### src/rtl/riscv_ctrl_pkg.sv
// Shared encodings for the multicycle RV32I controller: FSM states, opcodes, datapath mux selects.
package riscv_ctrl_pkg;

  typedef enum logic [3:0] {
    FETCH,
    DECODE,
    MEMADR,
    MEMREAD,
    MEMWB,
    MEMWRITE,
    EXECUTER,
    EXECUTEI,
    ALUWB,
    BEQ
  } state_t;

  localparam logic [6:0] OP_LOAD   = 7'b0000011;
  localparam logic [6:0] OP_STORE  = 7'b0100011;
  localparam logic [6:0] OP_RTYPE  = 7'b0110011;
  localparam logic [6:0] OP_ITYPE  = 7'b0010011;
  localparam logic [6:0] OP_BRANCH = 7'b1100011;

  localparam logic [2:0] F3_ADD = 3'b000;
  localparam logic [2:0] F3_SLT = 3'b010;
  localparam logic [2:0] F3_XOR = 3'b100;
  localparam logic [2:0] F3_OR  = 3'b110;
  localparam logic [2:0] F3_AND = 3'b111;

  localparam logic [6:0] F7_BASE = 7'b0000000;
  localparam logic [6:0] F7_ALT  = 7'b0100000;

  localparam logic [2:0] ULA_ADD = 3'b000;
  localparam logic [2:0] ULA_SUB = 3'b001;
  localparam logic [2:0] ULA_AND = 3'b010;
  localparam logic [2:0] ULA_OR  = 3'b011;
  localparam logic [2:0] ULA_XOR = 3'b100;
  localparam logic [2:0] ULA_SLT = 3'b101;

  localparam logic [1:0] SRCA_PC    = 2'b00;
  localparam logic [1:0] SRCA_OLDPC = 2'b01;
  localparam logic [1:0] SRCA_RS1   = 2'b10;

  localparam logic [1:0] SRCB_RS2  = 2'b00;
  localparam logic [1:0] SRCB_IMM  = 2'b01;
  localparam logic [1:0] SRCB_FOUR = 2'b10;

  localparam logic [1:0] RES_ALUOUT    = 2'b00;
  localparam logic [1:0] RES_MEMDATA   = 2'b01;
  localparam logic [1:0] RES_ALURESULT = 2'b10;

  localparam logic [1:0] IMM_I = 2'b00;
  localparam logic [1:0] IMM_S = 2'b01;
  localparam logic [1:0] IMM_B = 2'b10;

  function automatic logic op_supported(input logic [6:0] op);
    return (op == OP_LOAD) || (op == OP_STORE) || (op == OP_RTYPE) ||
           (op == OP_ITYPE) || (op == OP_BRANCH);
  endfunction

endpackage

### src/rtl/alu_decoder.sv
// Combinational R-type funct decode to ALU operation; flags encodings the ALU does not implement.
module alu_decoder
  import riscv_ctrl_pkg::*;
(
  input  logic [2:0] i_funct3,
  input  logic [6:0] i_funct7,
  output logic [2:0] o_ula_ctrl,
  output logic       o_illegal
);

  always_comb begin
    o_ula_ctrl = ULA_ADD;
    o_illegal  = 1'b0;
    if (i_funct7 == F7_BASE) begin
      case (i_funct3)
        F3_ADD:  o_ula_ctrl = ULA_ADD;
        F3_AND:  o_ula_ctrl = ULA_AND;
        F3_OR:   o_ula_ctrl = ULA_OR;
        F3_XOR:  o_ula_ctrl = ULA_XOR;
        F3_SLT:  o_ula_ctrl = ULA_SLT;
        default: o_illegal  = 1'b1;
      endcase
    end else if ((i_funct7 == F7_ALT) && (i_funct3 == F3_ADD)) begin
      o_ula_ctrl = ULA_SUB;
    end else begin
      o_illegal = 1'b1;
    end
  end

endmodule

### src/rtl/multicycle_control.sv
// Multicycle RV32I sequencing FSM; memory states hold until mem_ready.
// Write strobes and the request are gated by reset so nothing leaks while it is held.
module multicycle_control
  import riscv_ctrl_pkg::*;
(
  input  logic       clk,
  input  logic       reset,
  input  logic [6:0] Op,
  input  logic [2:0] Funct3,
  input  logic [6:0] Funct7,
  input  logic       Zero,
  input  logic       mem_ready,
  output logic       mem_req,
  output logic       MemWrite,
  output logic       AdrSrc,
  output logic       IRWrite,
  output logic       PCWrite,
  output logic       RegWrite,
  output logic [1:0] ALUSrcA,
  output logic [1:0] ALUSrcB,
  output logic [2:0] ULAControl,
  output logic [1:0] ResultSrc,
  output logic [1:0] ImmSrc,
  output logic       illegal_instr
);

  state_t     r_state;
  logic [2:0] w_dec_ula;
  logic       w_dec_illegal;

  logic       w_mem_req;
  logic       w_mem_write;
  logic       w_adr_src;
  logic       w_ir_write;
  logic       w_pc_write;
  logic       w_reg_write;
  logic       w_illegal;
  logic [1:0] w_src_a;
  logic [1:0] w_src_b;
  logic [2:0] w_ula;
  logic [1:0] w_res_src;
  logic [1:0] w_imm_src;

  alu_decoder u_alu_decoder (
    .i_funct3   (Funct3),
    .i_funct7   (Funct7),
    .o_ula_ctrl (w_dec_ula),
    .o_illegal  (w_dec_illegal)
  );

  always_ff @(posedge clk or posedge reset) begin
    if (reset) begin
      r_state <= FETCH;
    end else begin
      case (r_state)
        FETCH:    if (mem_ready) r_state <= DECODE;
        DECODE: begin
          case (Op)
            OP_LOAD, OP_STORE: r_state <= MEMADR;
            OP_RTYPE:          r_state <= EXECUTER;
            OP_ITYPE:          r_state <= EXECUTEI;
            OP_BRANCH:         r_state <= BEQ;
            default:           r_state <= FETCH;
          endcase
        end
        MEMADR:   r_state <= (Op == OP_STORE) ? MEMWRITE : MEMREAD;
        MEMREAD:  if (mem_ready) r_state <= MEMWB;
        MEMWB:    r_state <= FETCH;
        MEMWRITE: if (mem_ready) r_state <= FETCH;
        EXECUTER: r_state <= w_dec_illegal ? FETCH : ALUWB;
        EXECUTEI: r_state <= (Funct3 == F3_ADD) ? ALUWB : FETCH;
        ALUWB:    r_state <= FETCH;
        BEQ:      r_state <= FETCH;
        default:  r_state <= FETCH;
      endcase
    end
  end

  always_comb begin
    w_mem_req   = 1'b0;
    w_mem_write = 1'b0;
    w_adr_src   = 1'b0;
    w_ir_write  = 1'b0;
    w_pc_write  = 1'b0;
    w_reg_write = 1'b0;
    w_illegal   = 1'b0;
    w_src_a     = SRCA_PC;
    w_src_b     = SRCB_RS2;
    w_ula       = ULA_ADD;
    w_res_src   = RES_ALUOUT;
    w_imm_src   = IMM_I;
    case (r_state)
      FETCH: begin
        // PC+4 goes straight from the ALU so the PC update lands with the IR latch
        w_mem_req  = 1'b1;
        w_src_b    = SRCB_FOUR;
        w_res_src  = RES_ALURESULT;
        w_ir_write = mem_ready;
        w_pc_write = mem_ready;
      end
      DECODE: begin
        w_src_a   = SRCA_OLDPC;
        w_src_b   = SRCB_IMM;
        w_imm_src = IMM_B;
        w_illegal = ~op_supported(Op);
      end
      MEMADR: begin
        w_src_a   = SRCA_RS1;
        w_src_b   = SRCB_IMM;
        w_imm_src = (Op == OP_STORE) ? IMM_S : IMM_I;
      end
      MEMREAD: begin
        w_mem_req = 1'b1;
        w_adr_src = 1'b1;
      end
      MEMWB: begin
        w_res_src   = RES_MEMDATA;
        w_reg_write = 1'b1;
      end
      MEMWRITE: begin
        w_mem_req   = 1'b1;
        w_mem_write = 1'b1;
        w_adr_src   = 1'b1;
      end
      EXECUTER: begin
        w_src_a   = SRCA_RS1;
        w_src_b   = SRCB_RS2;
        w_ula     = w_dec_ula;
        w_illegal = w_dec_illegal;
      end
      EXECUTEI: begin
        w_src_a   = SRCA_RS1;
        w_src_b   = SRCB_IMM;
        w_imm_src = IMM_I;
        w_illegal = (Funct3 != F3_ADD);
      end
      ALUWB: begin
        w_res_src   = RES_ALUOUT;
        w_reg_write = 1'b1;
      end
      BEQ: begin
        w_src_a    = SRCA_RS1;
        w_src_b    = SRCB_RS2;
        w_ula      = ULA_SUB;
        w_res_src  = RES_ALUOUT;
        w_pc_write = Zero;
      end
      default: ;
    endcase
  end

  assign mem_req       = w_mem_req   & ~reset;
  assign MemWrite      = w_mem_write & ~reset;
  assign IRWrite       = w_ir_write  & ~reset;
  assign PCWrite       = w_pc_write  & ~reset;
  assign RegWrite      = w_reg_write & ~reset;
  assign illegal_instr = w_illegal   & ~reset;
  assign AdrSrc        = w_adr_src;
  assign ALUSrcA       = w_src_a;
  assign ALUSrcB       = w_src_b;
  assign ULAControl    = w_ula;
  assign ResultSrc     = w_res_src;
  assign ImmSrc        = w_imm_src;

endmodule

### config.mk
export PLATFORM = sky130hd
export DESIGN_NAME = multicycle_control
export DESIGN_NICKNAME = d
export VERILOG_FILES = /design/src/rtl/riscv_ctrl_pkg.sv /design/src/rtl/alu_decoder.sv /design/src/rtl/multicycle_control.sv
export SDC_FILE = /design/constraint.sdc
export NUM_CORES = 1
export LEC_CHECK = 0
export CORE_MARGIN = 4
export CORE_UTILIZATION = 32
export DETAILED_ROUTE_END_ITERATION = 12
export PLACE_DENSITY_LB_ADDON = 0.05
export SYNTH_ARGS = -nofsm -noshare
export SYNTH_HDL_FRONTEND = slang
export SYNTH_SLANG_ARGS = --single-unit
### constraint.sdc
create_clock -name clk -period 1.7 [get_ports clk]
set_input_delay 0.34 -clock clk [delete_from_list [all_inputs] [get_ports clk]]
set_output_delay 0.34 -clock clk [all_outputs]
set_load 0.03 [all_outputs]
==> impl_metrics.yaml <==
sta:
  setup_viol: 18
  fin_crit_sh: 1.25
  hold_slack_ps: 376
  slew_headroom: 0.766
  slew_violations: 0
  max_freq_mhz: 472
  worst_slew_pin_slew_ps: 350
  rsz0062_at_grt: "yes"
  fin_ws_ps: -417
  period_needed_ps: 2120
  finalHoldViolCount: 0
  finClkSkew_ps: 5.02
global_routing:
  first_global_vias: 1168
  grt_max_degree: 16
  grt_usage: 0.287
  grt.overflow.total: 0
  antenna_found_initial: 0
  grt_first_pass_wirelength_mm: 5.67
outcome:
  status: "finished with violations"
  violations: "negative setup slack"
placement:
  gp_congestion: 0.777
  port_buffers: 38
  place_area_um2: 1250
  dpl_worst_slack_ps: -758
  dpl.hpwl_mm: 1.80
  dp.cells: 170
setup_path:
  cp.arrival_ps: 1780
  worst-path-max-fanout: 3
  crit_start: "Funct7[6]"
  required_ps: 1360
  end_kind: "primary output"
  path_class: "in -> out"
  rrSetupSlack_ps: 0
  startpoint_type: "primary input"
  timing.rr.start: "r_state[1]$_DFFE_PP0P_"
clock_tree:
  cts-htree-levels: 1
  cts_root_buffer: "clkbuf_4"
  clk_path_buf_depth: 2
  cts_tree: "yes"
  clkTransAtPathRegs_ps: 50
  clock_latency_ps: 240
  cts.sinks: 4
  cts_made_buffers: 3
final_layout:
  syn_to_final_growth_pct: 163
  final_area_um2: 1640
  layout-drive-gt1-share: 0.605
  mostFrequentLayoutCell: "buf_4"
  final_cells: 187
  post-route-util: 0.917
  top_regs: "r_state (4)"
  largest_reg_flops: 4
  top_register: "r_state"
  fillCellCount: 59
  nNetsFinal: 185
  num_antenna_cells: 0
  final_cell_mix: "buf_4, buf_6, nor2_1"
routing:
  vias: 1173
  drc: 0
  highest_layer: "met4"
  dr_wl_met2_mm: 2.16
  drt_iter0_markers: 59
  wire_per_inst_um: 23.3
  firstDrtPassIters: 4
  route.met3.wl_um: 407
  antenna_left: 0
  via_per_inst: 6.27
  routed_wl_mm: 4.36
  wl_met1_mm: 1.57
logic_synthesis:
  synthCells: 92
  synth.area.top_cells: "dfrtp_1, nor2_1, nand2_1"
  synth_enable_flop_cells: 0
  ys_ff_latch: 4
  synthArstFlopShare: 1.00
  yosys.area.top_type: "dfrtp_1"
  ys_warn_count: 0
  synth.yosys.seq_area_share: 0.161
  synth_area_per_cell_um2: 6.76
  synth_fp_nets: 113
  synth-main-ff-cell: "dfrtp_1"
  syn_area_um2: 622
  synth_top_area_frac: 0.161
  synth.distinct_cells: 32
die:
  core_area_um2: 1780
  fp.dieW_um: 52.1
  initial_core_util: 0.349
  die-area_um2: 2710
  fp-row-count: 15
  die_y_um: 52.1
  io-pin-count: 39
hold_path:
  hold_class: "in -> async"
power:
  powerDensity_nw_per_um2: 1140
  leakagePower_nw: 0.694
  peakVddDrop_v: 0.000835
job:
  drv_cap: 0
per-stage QoR:
stage	TNS, ps	power [mW]
6_report	-3210	1.87
5_1_grt	-3740	1.92
4_1_cts	-2370	1.66
3_5_place_dp	-2930	1.17
3_3_place_gp	-2600	1.15
2_1_floorplan	-1320	0.798
repair_timing:
item	4_1_cts	5_1_grt
setup endpoints to repair	16	19
resized for setup	72	15
pin swaps	17	6
hold buffers	0	0
endpoints found under the hold margin	0	0
buffers inserted	12	6
metal layers:
metal	vias up	track usage
li1	486	-
met1	567	0.312
met2	96	0.513
met3	24	0.0544
met4	0	0.162
met5	-	0
synth_stat cells (all sizes together), types with 3 or more instances:
cell type / count
nor4: 5
nand3: 3
a21oi: 6
nand2b: 4
dfrtp: 4
inv: 3
nor2: 14
nand2: 10
xnor2: 3
nor3: 8
clkbuf: 4
mux2i: 3
nor2b: 4
final cells by class:
class	instances	area, um^2	share of cell area
flip-flops and latches	4	103	0.0627
multi-input cells	79	773	0.473
repair buffers	73	694	0.425
well taps	25	31.3	0.0191
inverters	3	11.3	0.00689
clock buffers	3	22.5	0.0138
where the power goes:
part           switching (mW)  internal, mW  leakage [nW]
combinational           0.845         0.758         0.630
clock                  0.0493        0.0797        0.0138
sequential             0.0213         0.115        0.0505
kinds of logic (layout without fill, tap and decap cells):
logic type,after synthesis,in the layout,synth area share
DFF,4,4,0.161
buffers and inverters,9,79,0.0583
AOI/OAI and AO/OA,19,19,0.213
and+or+nand+nor,54,54,0.477
xor gates and xnor gates,3,3,0.0423
muxes,3,3,0.0483
final timing paths:
path | cells past startpoint | end
min in group clk | 4 | r_state[0]$_DFFE_PP0P_
setup reg to reg | 5 | r_state[2]$_DFFE_PP0P_
hold / removal | 3 | r_state[2]$_DFFE_PP0P_
max in group asynchronous | 3 | r_state[1]$_DFFE_PP0P_
setup / recovery | 6 | ULAControl[2]
hold reg to reg | 4 | r_state[3]$_DFFE_PP0P_
worst max-delay path: stages:
cell and delay, ps:
buf_6 100, nor4_4 250, nand2_1 100, or4_4 570
nor4_4 250, buf_6 170
(Power assumes the default switching activity.)
